`config.mk`:
```
export PLATFORM = sky130hd
export DESIGN_NAME = audio_fifo_unpacker
export DESIGN_NICKNAME = d
export VERILOG_FILES = /design/src/rtl/audio_fifo_unpacker.sv
export SDC_FILE = /design/constraint.sdc
export NUM_CORES = 1
export LEC_CHECK = 0
export ABC_AREA = 1
export ABC_CLOCK_PERIOD_IN_PS = 1850
export BUFFER_PORTS_ARGS = -buffer_cell sky130_fd_sc_hd__buf_4
export CAP_MARGIN = 20
export CORE_MARGIN = 4
export CORE_UTILIZATION = 57
export CTS_CLUSTER_DIAMETER = 200
export DETAILED_ROUTE_END_ITERATION = 10
export PLACE_DENSITY = 0.88
export SETUP_SLACK_MARGIN = 0.1
export SLEW_MARGIN = 30
export SYNTH_ARGS = -nofsm -noshare
export SYNTH_HDL_FRONTEND = slang
export SYNTH_SLANG_ARGS = --single-unit
```
`constraint.sdc`:
```
create_clock -name rd_clk -period 1.85 [get_ports rd_clk]
set_clock_uncertainty 0.15 [all_clocks]
set_input_delay 0.185 -clock rd_clk [delete_from_list [all_inputs] [get_ports rd_clk]]
set_output_delay 0.185 -clock rd_clk [all_outputs]
set_load 0.01 [all_outputs]
```
`src/rtl/audio_fifo_unpacker.sv`:
```
// Unpacks 16-bit words read from a synchronous-read FIFO into a byte stream.
// Two word slots (cur/nxt) plus one in-flight read keep the output gapless.
module audio_fifo_unpacker #(
  parameter bit LSB_FIRST = 1'b1
) (
  input  logic        rd_clk,
  input  logic        rd_rst_n,
  input  logic        soft_clr,
  output logic        fifo_rd_en,
  input  logic [15:0] fifo_rd_data,
  input  logic        fifo_rd_empty,
  output logic        m_valid,
  output logic [7:0]  m_data,
  input  logic        m_ready,
  output logic        m_first,
  output logic [15:0] word_cnt
);

  logic [15:0] cur_q, cur_d;
  logic [15:0] nxt_q, nxt_d;
  logic        cur_v_q, cur_v_d;
  logic        nxt_v_q, nxt_v_d;
  logic        byte_sel_q, byte_sel_d;
  logic        inflight_q, inflight_d;
  logic [15:0] word_cnt_q, word_cnt_d;

  logic [1:0]  occupancy;
  logic        hs;
  logic        last_hs;
  logic        hi_sel;

  always_comb begin
    occupancy  = {1'b0, cur_v_q} + {1'b0, nxt_v_q} + {1'b0, inflight_q};
    // Reset gating keeps the strobe quiet even before the state registers settle.
    fifo_rd_en = rd_rst_n && !fifo_rd_empty && !soft_clr && (occupancy < 2'd2);
    hs         = cur_v_q && m_ready;
    last_hs    = hs && byte_sel_q;
  end

  always_comb begin
    cur_d      = cur_q;
    nxt_d      = nxt_q;
    cur_v_d    = cur_v_q;
    nxt_v_d    = nxt_v_q;
    byte_sel_d = byte_sel_q;
    word_cnt_d = word_cnt_q;
    inflight_d = fifo_rd_en;

    if (soft_clr) begin
      // Returning data in this cycle belongs to a pre-flush read and is dropped.
      cur_v_d    = 1'b0;
      nxt_v_d    = 1'b0;
      byte_sel_d = 1'b0;
      word_cnt_d = 16'd0;
    end else begin
      if (hs) begin
        byte_sel_d = !byte_sel_q;
      end
      if (last_hs) begin
        word_cnt_d = word_cnt_q + 16'd1;
        if (nxt_v_q) begin
          cur_d   = nxt_q;
          nxt_v_d = 1'b0;
        end else if (inflight_q) begin
          cur_d = fifo_rd_data;
        end else begin
          cur_v_d = 1'b0;
        end
      end
      // Arrival not already consumed by the cur refill above.
      if (inflight_q && !(last_hs && !nxt_v_q)) begin
        if (!cur_v_q) begin
          cur_d   = fifo_rd_data;
          cur_v_d = 1'b1;
        end else begin
          nxt_d   = fifo_rd_data;
          nxt_v_d = 1'b1;
        end
      end
    end
  end

  always_ff @(posedge rd_clk or negedge rd_rst_n) begin
    if (!rd_rst_n) begin
      cur_q      <= 16'd0;
      nxt_q      <= 16'd0;
      cur_v_q    <= 1'b0;
      nxt_v_q    <= 1'b0;
      byte_sel_q <= 1'b0;
      inflight_q <= 1'b0;
      word_cnt_q <= 16'd0;
    end else begin
      cur_q      <= cur_d;
      nxt_q      <= nxt_d;
      cur_v_q    <= cur_v_d;
      nxt_v_q    <= nxt_v_d;
      byte_sel_q <= byte_sel_d;
      inflight_q <= inflight_d;
      word_cnt_q <= word_cnt_d;
    end
  end

  always_comb begin
    hi_sel   = byte_sel_q ^ !LSB_FIRST;
    m_valid  = cur_v_q;
    m_data   = hi_sel ? cur_q[15:8] : cur_q[7:0];
    m_first  = !byte_sel_q;
    word_cnt = word_cnt_q;
  end

endmodule
```
==> results of run 1 <==
## Yosys cell counts (2+ instances only)
master    instances  share of area (%)
nand3_1          58                9.3
inv_2             4               0.48
ha_1              2               0.80
buf_4             7                1.7
buf_1             3               0.36
nand3_2           3               0.96
nor3_1            2               0.32
a21oi_1          11                1.8
dfrtp_1          52                 42
nand2_1         166                 20
clkbuf_1          5               0.60
inv_1            31                3.7
nor2_1           52                6.2
o21ai_0           4               0.64
o21ai_1          21                3.4
nand4_1          18                3.6
buf_2            10                1.6
## final cells by class
class	count	share of cell area, %
tap	70	2.29
inverter	35	3.43
multi-input combinational	346	41.8
sequential	52	34.0
timing repair buffer	76	16.1
clock buffer	8	2.35
## logic make-up (layout without fill, tap and decap cells)
group,Yosys count,in the layout,synth area share [%]
buffers and inverters,61,119,8.80
AOI/OAI and AO/OA,41,41,7.08
DFF,52,52,41.6
and+or+nand+nor,303,303,41.7
adders and majority gates,2,2,0.800
## layer usage
metal	GRT usage, %	part of all wire (%)	vias to the layer above
met5	0	0	-
met4	10.6	1.8	0
met3	4.45	8.1	19
met2	45.4	49	182
met1	35.6	41	1583
li1	-	-	1590
## registers in the layout, summed over array words and instances (netlist names)
name	cells
nxt_q	16
inflight_q	1
cur_q	16
word_cnt	16
byte_sel_q	1
nxt_v_q	1
m_valid	1
## critical path, delay by kind of cell, from the launching register on
family                     cells  cell delay, ps
buffers and inverters          1             180
DFF                            1             440
adders and majority gates      1             270
AOI/OAI and AO/OA              1             310
## cells in the final DEF, fill, tap and decap left out, types with 2 or more instances in the layout
cell / Yosys / layout
nor3_1: 2 / 2
clkbuf_1: 5 / 2
dlygate4sd3_1: 0 / 11
a21oi_1: 11 / 11
nand3_1: 58 / 58
nand2_1: 166 / 165
nand4_1: 18 / 18
nand2_2: 1 / 2
clkbuf_8: 0 / 6
o21ai_1: 21 / 21
inv_2: 4 / 4
nor2_1: 52 / 52
o21ai_0: 4 / 4
buf_4: 7 / 62
dfrtp_1: 52 / 51
inv_1: 31 / 31
nand3_2: 3 / 2
buf_6: 1 / 2
## where the power goes
group / leakage, nW / switching (W) / internal (W)
combinational: 1.29 / 0.000317 / 0.000265
clock: 0.0455 / 0.000376 / 0.000306
sequential: 0.694 / 0.000113 / 0.00126
## per-stage QoR
stage / instances / util, % / area [sq um] / hold slack (ps)
global placement: 567 / 68.3 / 3550 / 222
floorplan: 459 / - / 3130 / -261
CTS: 587 / 72.9 / 3790 / 1.27
global route: 587 / 73.6 / 3830 / 5.64
detailed placement: 567 / 68.3 / 3550 / 227
finish: 587 / 73.6 / 3830 / 2.06
## worst max path at each step
stage	start	end	slack, ps	cells past startpoint
floorplan	m_valid$_DFF_PN0_	inflight_q$_DFF_PN0_	140	2
global placement	m_valid$_DFF_PN0_	fifo_rd_en	180	3
detailed placement	m_valid$_DFF_PN0_	fifo_rd_en	140	3
CTS	inflight_q$_DFF_PN0_	fifo_rd_en	-20	3
global route	m_valid$_DFF_PN0_	fifo_rd_en	-20	3
finish	m_valid$_DFF_PN0_	fifo_rd_en	-2	3
## what timing repair did
action / CTS / global route
resized for setup: 3 / 9
hold buffers: 11 / 0
endpoints found under the hold margin: 62 / 0
setup endpoints to repair: 1 / 27
setup buffers: 1 / 0
pin swaps: 2 / 2
==> results.sh, run 1 <==
export IMPL_status="complete, but fails checks"
export IMPL_violations="negative setup slack"
export IMPL_finalHoldViolCount=0
export IMPL_core_sq_um=5200
export IMPL_floorplan_initialDensity_pct=60.1
export IMPL_grt_max_degree=53
export IMPL_yosysSeqAreaShare_pct=41.6
export IMPL_crit_type="register to output port"
export IMPL_setup_tns_ps=-1.67
export IMPL_routed_wl_mm=8.46
export IMPL_layout_drive_gt1_share_pct=16.8
export IMPL_grt_pass1_vias=3118
export IMPL_dp_slack_ps=142
export IMPL_htreeDepth=2
export IMPL_cp_max_fo=2
export IMPL_ir_drop_mv=0.404
export IMPL_nFillCells=406
export IMPL_p_per_area_nw_per_um2=689
export IMPL_ys_flop_type="dfrtp_1"
export IMPL_crit_arrival_ps=1520
export IMPL_ys_types=27
export IMPL_r2r_end="cur_q[15]$_DFFE_PN0N_"
export IMPL_clock_latency_ps=310
export IMPL_crit_path_end_kind="output port"
export IMPL_ys_seq_elements=52
export IMPL_hold_end="nxt_q[1]$_DFFE_PN0P_"
export IMPL_drc_errors=0
export IMPL_cp_slowest_cell="dfrtp_1"
export IMPL_syn_instance_count=459
export IMPL_slew_limit_headroom_pct=54.3
export IMPL_synth_edf_count=0
export IMPL_setup_violations=1
export IMPL_register_area_sq_um=1300
export IMPL_hold_path_startpoint="fifo_rd_data[1]"
export IMPL_vias=3374
export IMPL_synth_area_sq_um=3130
export IMPL_clockBufferDepth=2
export IMPL_num_antenna_cells=0
export IMPL_grt_pass1_wl_mm=14.3
export IMPL_yosysWarnings=0
export IMPL_period_minus_slack_ps=1850
export IMPL_power_w=0.00264
export IMPL_place_hpwl_mm=5.41
export IMPL_fin_ws_ps=-1.67
export IMPL_wl_per_cell_microns=14.4
export IMPL_dieArea_sq_um=6740
export IMPL_power_leakage_nw=2.03
export IMPL_drtPass1Iterations=6
export IMPL_grt_antenna_before_repair=0
export IMPL_drtIter0Drc=415
export IMPL_path_clk_slew_ps=90
export IMPL_cts_sinks=52
export IMPL_cts_root_buf="clkbuf_8"
export IMPL_gp_congestion=0.821
export IMPL_die_y_microns=82.1
export IMPL_fmax_mhz=540
export IMPL_hp_class="input port to register"
export IMPL_cts_tree="done"
export IMPL_r2r_start="m_valid$_DFF_PN0_"
export IMPL_async_flop_share_pct=100
export IMPL_worst_slew_pin_slew_ps=686
export IMPL_startpoint_type="register"
export IMPL_slowest_delay_ps=440
export IMPL_required_ps=1510
export IMPL_syn2layout_area_growth_pct=22.4
export IMPL_cap_violations=0
export IMPL_die_w_microns=82.1
export IMPL_ant_nets=0
export IMPL_postSynthAreaPerCell_sq_um=6.82
export IMPL_multi_input_area_sq_um=1600
export IMPL_rsz0062_at_grt="yes"
export IMPL_nets=539
export IMPL_report_final_slew_viol_count=0
export IMPL_r2r_slack_ps=100
export IMPL_synth_nets=482
export IMPL_crit_chain="ha_4 -> a2111oi_4 -> buf_4"
export IMPL_cts_buffers=5
export IMPL_track_usage_pct=27.2
export IMPL_top_level_ports=48
export IMPL_r2r_cells=8
export IMPL_period_share_pct=100
export IMPL_grt_ovfl_total=0
export IMPL_min_path_cells=3
export IMPL_num_rows=26
export IMPL_vias_per_cell=5.75
export IMPL_port_buffers=47
Power figures use the tool's default switching activity.
==> inputs of run 2 (changes only) <==
--- a/config.mk
+++ b/config.mk
@@ -5,15 +5,14 @@
 export SDC_FILE = /design/constraint.sdc
 export NUM_CORES = 1
 export LEC_CHECK = 0
-export ABC_AREA = 1
 export ABC_CLOCK_PERIOD_IN_PS = 1850
 export BUFFER_PORTS_ARGS = -buffer_cell sky130_fd_sc_hd__buf_4
 export CAP_MARGIN = 20
 export CORE_MARGIN = 4
-export CORE_UTILIZATION = 57
+export CORE_UTILIZATION = 55
 export CTS_CLUSTER_DIAMETER = 200
 export DETAILED_ROUTE_END_ITERATION = 10
-export PLACE_DENSITY = 0.88
+export PLACE_DENSITY = 0.87
 export SETUP_SLACK_MARGIN = 0.1
 export SLEW_MARGIN = 30
 export SYNTH_ARGS = -nofsm -noshare
==> run 2 against run 1 <==
Net effect: register-to-register slack lost 250 ps; design area grew 1.2%; area after synthesis shrank 16%; synthesized cell count shrank 46%; sequential power is essentially flat; critical endpoint unchanged; die area shrank 11%; sequential cell count is the same; the run still ends with negative setup slack left; clock power shrank 7.5%.
==> results.sh, run 2 <==
export IMPL_status="complete, but fails checks"
export IMPL_violations="negative setup slack"
export IMPL_synth_top_area_share_pct=49.2
export IMPL_place_area_sq_um=3140
export IMPL_place_hpwl_mm=4.07
export IMPL_top_level_ports=48
export IMPL_cap_violations=0
export IMPL_gp_congestion=0.849
export IMPL_ant_nets=0
export IMPL_die_w_microns=77.3
export IMPL_htreeDepth=2
export IMPL_die_y_microns=77.3
export IMPL_fmax_mhz=495
export IMPL_ir_drop_mv=0.577
export IMPL_grt_pass1_vias=2176
export IMPL_hold_path_startpoint="soft_clr"
export IMPL_syn2layout_area_growth_pct=46.6
export IMPL_grt_ovfl_total=0
export IMPL_synth_nets=272
export IMPL_crit_type="register to output port"
export IMPL_yosysWarnings=0
export IMPL_period_minus_slack_ps=2020
export IMPL_grt_max_degree=53
export IMPL_cts_root_buf="clkbuf_8"
export IMPL_grt_antenna_before_repair=0
export IMPL_drc_errors=0
export IMPL_worst_slew_pin_slew_ps=654
export IMPL_drtPass1Iterations=4
export IMPL_cp_max_fo=2
export IMPL_wl_per_cell_microns=19.1
export IMPL_period_share_pct=109
export IMPL_final_cell_mix="72 x buf_4, 51 x dfrtp_1, 30 x nor2_1"
export IMPL_slew_limit_headroom_pct=56.4
export IMPL_stdcell_area_sq_um=3880
export IMPL_r2r_start="m_valid$_DFF_PN0_"
export IMPL_yosysTopAreaCell="dfrtp_1"
export IMPL_yosysSeqAreaShare_pct=49.2
export IMPL_dieArea_sq_um=5980
export IMPL_crit_chain="ha_2 -> or4b_4 -> a21oi_4 -> buf_6"
export IMPL_crit_path_end_kind="output port"
export IMPL_stdcell_count=396
export IMPL_fin_util_pct=86.1
export IMPL_report_final_slew_viol_count=0
export IMPL_postSynthAreaPerCell_sq_um=10.6
export IMPL_slowest_delay_ps=500
export IMPL_num_rows=24
export IMPL_yosys_cell_count_top_type="dfrtp_1"
export IMPL_startpoint="m_valid$_DFF_PN0_"
export IMPL_dp_cells=350
export IMPL_synth_area_sq_um=2640
export IMPL_clock_latency_ps=310
export IMPL_num_antenna_cells=0
export IMPL_nets=367
export IMPL_ys_seq_elements=52
export IMPL_vias_per_cell=6.05
export IMPL_floorplan_initialDensity_pct=58.7
export IMPL_routed_wl_mm=7.57
export IMPL_cts_tree="done"
export IMPL_ys_top_cells_by_count="52 x dfrtp_1, 34 x nor2_1, 25 x mux2_2, 24 x a21oi_1"
export IMPL_path_clk_slew_ps=100
export IMPL_cp_slowest_cell="or4b_4"
export IMPL_drtIter0Drc=182
export IMPL_yosys_top_cells_area="dfrtp_1 49%, mux2_2 11%, mux2i_1 5.7%, o22a_1 5.0%, nor2_1 4.8%"
export IMPL_syn_instance_count=249
export IMPL_crit_arrival_ps=1680
export IMPL_required_ps=1510
export IMPL_vias=2397
export IMPL_setup_violations=21
export IMPL_port_buffers=47
export IMPL_timing_hold_ws_ps=124
export IMPL_fin_ws_ps=-169
export IMPL_track_usage_pct=21.3
export IMPL_startpoint_type="register"
export IMPL_setup_tns_ps=-1400
export IMPL_cts_buffers=5
export IMPL_cts_sinks=52
export IMPL_ys_flop_type="dfrtp_1"
export IMPL_layout_drive_gt1_share_pct=45.3
export IMPL_rsz0062_at_grt="yes"
export IMPL_synth_edf_count=0
export IMPL_core_sq_um=4500
export IMPL_finalHoldViolCount=0
export IMPL_power_leakage_nw=1.69
export IMPL_async_flop_share_pct=100
export IMPL_ys_types=35
export IMPL_grt_pass1_wl_mm=10.4
export IMPL_final_common_cell="buf_4"
export IMPL_clockBufferDepth=2
export IMPL_p_per_area_nw_per_um2=669
export IMPL_hp_class="input port to register"
-- run 2: changes by cell type in the layout (fill, tap and decap cells not counted), sizes merged, moves of 13 or more --
| cell | before | now |
|---|---|---|
| o22a | 0 | 15 |
| nand2 | 167 | 10 |
| mux2i | 0 | 15 |
| nand3 | 61 | 5 |
| nand4 | 18 | 5 |
| buf | 65 | 88 |
| inv | 35 | 4 |
| a21oi | 11 | 25 |
| mux2 | 0 | 25 |
| nor2 | 54 | 34 |
| o21ai | 25 | 2 |
-- run 2: final timing paths --
check                           slack (ps)  cells after the start                  endpoint
worst max-delay path                  -170                      4                fifo_rd_en
worst min-delay path                   120                      3  word_cnt[10]$_DFFE_PN0P_
worst max register to register        -150                      9      inflight_q$_DFF_PN0_
worst min register to register         370                      1      nxt_q[2]$_DFFE_PN0P_
max in group asynchronous              700                      3    byte_sel_q$_DFFE_PN0P_
min in group asynchronous              380                      3   word_cnt[0]$_DFFE_PN0P_
-- run 2: metrics by stage --
step | total power, W | setup slack [ps]
3_5_place_dp | 0.00186 | -36.5
6_report | 0.00259 | -169
3_3_place_gp | 0.00183 | 21.6
4_1_cts | 0.00252 | -134
5_1_grt | 0.00269 | -230
2_1_floorplan | 0.00165 | -27.1
-- run 2: layout make-up --
| class | instances | area, sq um |
|---|---|---|
| Clock buffer | 6 | 72.6 |
| Timing Repair Buffer | 105 | 916 |
| Sequential cell | 52 | 1300 |
| Clock inverter | 1 | 5.00 |
| Multi-Input combinational cell | 176 | 1500 |
| Inverter | 4 | 15.0 |
| Fill cell | 191 | 628 |
| Tap cell | 52 | 65.1 |
-- run 2: cells by family after synthesis --
logic type | count (synthesis) | share of synthesized area (%)
compound gates | 49 | 12.2
xor+xnor | 11 | 3.64
fa+ha+maj | 2 | 0.946
buf+inv | 21 | 3.69
flops | 52 | 49.2
mux | 40 | 16.3
simple gates | 74 | 14.0
-- run 2: routing by layer --
metal | part of all wire, % | vias to the layer above | track usage [%]
met4 | 2.6 | 0 | 6.41
met1 | 40 | 1170 | 26.9
met3 | 6.2 | 25 | 4.86
met2 | 51 | 120 | 36.6
li1 | - | 1082 | -
met5 | 0 | - | 0
-- run 2: power by group --
part           leakage, nW  switching, W  internal (W)  total, W
logic                0.998      0.000229      0.000354  0.000583
clock network       0.0410      0.000372      0.000259  0.000631
registers            0.655     0.0000910       0.00129   0.00138
total                 1.69      0.000692       0.00190   0.00259
-- run 2: worst max-delay path, delay by kind of cell (launching register included) --
kind                     cells  cell delay (ps)
buffers and inverters        1              120
flip-flops                   1              410
AO/OA/AOI/OAI                1              150
AND/OR/NAND/NOR              1              500
adder cells (fa/ha/maj)      1              200
-- run 2: timing repair --
item	in CTS	in global routing
gates resized for setup	16	62
gates cloned	1	2
setup endpoints to repair	18	50
hold buffers	17	0
endpoints found under the hold margin	68	0
setup buffers	8	12
pin swaps	4	19
==> inputs of run 3 (changes only) <==
--- a/config.mk
+++ b/config.mk
@@ -8,8 +8,10 @@
 export ABC_CLOCK_PERIOD_IN_PS = 1850
 export BUFFER_PORTS_ARGS = -buffer_cell sky130_fd_sc_hd__buf_4
 export CAP_MARGIN = 20
+export CELL_PAD_IN_SITES_DETAIL_PLACEMENT = 1
+export CELL_PAD_IN_SITES_GLOBAL_PLACEMENT = 1
 export CORE_MARGIN = 4
-export CORE_UTILIZATION = 55
+export CORE_UTILIZATION = 43
 export CTS_CLUSTER_DIAMETER = 200
 export DETAILED_ROUTE_END_ITERATION = 10
 export PLACE_DENSITY = 0.87
@@ -18,3 +20,4 @@
 export SYNTH_ARGS = -nofsm -noshare
 export SYNTH_HDL_FRONTEND = slang
 export SYNTH_SLANG_ARGS = --single-unit
+export TNS_END_PERCENT = 100
==> run 3 against run 2 <==
Net effect: final cell count grew 8.1%; critical path type unchanged; global-route usage grew 5.5 points; setup slack lost 26 ps; via count grew 6.5%; the run still ends with negative setup slack left; largest cell class unchanged; routed wire length grew 53%; critical endpoint unchanged; maximum frequency shrank 1.3%; sequential cell count is the same; die area grew 25%.
==> results.sh, run 3 (synthesis results as in run 2) <==
export IMPL_status="complete, but fails checks"
export IMPL_violations="negative setup slack"
export IMPL_cts_tree="done"
export IMPL_cts_buffers=5
export IMPL_busiest_layer="met2"
export IMPL_track_usage_pct=26.8
export IMPL_vias_per_cell=5.96
export IMPL_layout_drive_gt1_share_pct=50.7
export IMPL_period_share_pct=111
export IMPL_cp_slowest_cell="or4b_4"
export IMPL_cp_num_cells=4
export IMPL_startpoint="m_valid$_DFF_PN0_"
export IMPL_drc_errors=0
export IMPL_grt_ovfl_total=0
export IMPL_slew_limit_headroom_pct=52.5
export IMPL_crit_type="register to output port"
export IMPL_num_antenna_cells=0
export IMPL_r2r_end="cur_q[5]$_DFFE_PN0N_"
export IMPL_clockBufferDepth=2
export IMPL_final_common_cell="buf_4"
export IMPL_cts_sinks=52
export IMPL_htreeDepth=2
export IMPL_cts_root_buf="clkbuf_8"
export IMPL_clock_latency_ps=320
export IMPL_power_w=0.00298
export IMPL_p_per_area_nw_per_um2=699
export IMPL_final_cell_mix="67 x buf_4, 50 x dfrtp_1, 31 x nor2_1"
export IMPL_r2r_start="m_valid$_DFF_PN0_"
export IMPL_gp_congestion=0.752
export IMPL_crit_path_end_kind="output port"
export IMPL_required_ps=1510
export IMPL_nets=375
export IMPL_core_sq_um=5960
export IMPL_floorplan_initialDensity_pct=44.4
export IMPL_report_final_slew_viol_count=0
export IMPL_die_y_microns=86.4
export IMPL_hp_class="input port to register"
export IMPL_critical_path_top_delay_family="simple AND/OR/NAND/NOR gates"
export IMPL_power_leakage_nw=1.86
export IMPL_syn2layout_area_growth_pct=61.1
export IMPL_drtPass1Iterations=4
export IMPL_path_clk_slew_ps=110
export IMPL_r2r_cells=9
export IMPL_fin_util_pct=71.5
export IMPL_critPathBufInv=1
export IMPL_worst_slew_pin_slew_ps=713
export IMPL_met3_usage_pct=4.85
export IMPL_dieArea_sq_um=7470
export IMPL_finalHoldViolCount=0
export IMPL_die_w_microns=86.4
export IMPL_ant_nets=0
export IMPL_vias=2553
export IMPL_wl_per_cell_microns=27.1
export IMPL_grt_pass1_vias=2786
export IMPL_slowest_delay_ps=490
export IMPL_rsz0062_at_grt="yes"
export IMPL_r2r_slack_ps=-50
export IMPL_period_minus_slack_ps=2050
export IMPL_grt_pass1_wl_mm=15.2
export IMPL_grt_use_met1_pct=30.8
export IMPL_crit_chain="ha_2 -> or4b_4 -> a21oi_4 -> buf_6"
export IMPL_grt_antenna_before_repair=0
export IMPL_drtIter0Drc=175
export IMPL_port_buffers=47
export IMPL_setup_violations=10
export IMPL_ir_drop_mv=0.548
export IMPL_place_hpwl_mm=4.79
export IMPL_fmax_mhz=489
export IMPL_fin_ws_ps=-195
export IMPL_crit_arrival_ps=1710
export IMPL_top_level_ports=48
export IMPL_cp_max_fo=2
export IMPL_grt_max_degree=53
export IMPL_startpoint_type="register"
export IMPL_timing_hold_ws_ps=78.8
export IMPL_grt_met2_usage_pct=47.7
export IMPL_cap_violations=0
export IMPL_routed_wl_mm=11.6
export IMPL_hold_path_startpoint="soft_clr"
export IMPL_worstSetupEndpoint="fifo_rd_en"
export IMPL_nFillCells=566
export IMPL_num_rows=28
## run 3: cell types whose count changed in the layout (fill, tap and decap cells not counted), moves of 2 or more
cell,previous run,this run
buf_12,2,6
nor2_2,3,1
or4_4,3,1
a21oi_4,2,7
nand2_4,0,3
or4_1,0,2
buf_4,72,67
mux2_2,11,1
o31ai_1,3,1
nand2_1,9,7
a21oi_1,12,6
mux2_4,14,24
buf_6,12,20
## run 3: through the flow
step	instance area, sq um	std cells	worst slack, ps	setup TNS (ps)
after global placement	3220	378	1.49	0
after CTS	3880	418	-159	-159
after floorplan	2670	249	-27.1	-27.1
after global routing	4260	428	-243	-1210
final	4260	428	-195	-360
after detailed placement	3220	378	-58.7	-65.5
## run 3: repair_timing
item	4_1_cts	5_1_grt
hold buffers	17	0
pin swaps	14	29
setup buffers	12	11
cloned	3	0
hold endpoints to repair	68	0
resized for setup	54	68
setup endpoints to repair	44	53
## run 3: power by group
part	total [W]	switching, W	internal (W)
sequential	0.00142	0.000137	0.00129
combinational	0.000711	0.000296	0.000416
clock	0.000841	0.000439	0.000402
## run 3: per-layer routing
layer	share of wire (%)	vias to the layer above
met3	4.2	39
met4	4.2	0
met5	0	-
li1	-	1094
met1	38	1314
met2	54	106
## run 3: worst min-delay path by stage
stage / endpoint / cells after the start
final: byte_sel_q$_DFFE_PN0P_ / 3
after global routing: word_cnt[9]$_DFFE_PN0P_ / 3
after CTS: m_valid$_DFF_PN0_ / 3
after detailed placement: word_cnt[11]$_DFFE_PN0P_ / 2
after global placement: byte_sel_q$_DFFE_PN0P_ / 2
after floorplan: byte_sel_q$_DFFE_PN0P_ / 0
## run 3: worst register-to-register path, cell delays in order, from the launching register on
cell     delay [ps]
dfrtp_1         390
buf_6           120
buf_6           100
nand3_4          70
buf_6           130
buf_12          130
nor2_4          190
buf_8           190
a21oi_2          90
o22a_1          210
## run 3: final cells by class
cell class	count	area, sq um	area share (%)
Clock buffer	5	68.8	1.62
Clock inverter	3	42.5	0.999
Inverter	4	15.0	0.352
Multi-Input combinational cell	176	1660	39.0
Sequential cell	52	1300	30.6
Tap cell	75	93.8	2.20
Timing Repair Buffer	113	1080	25.3
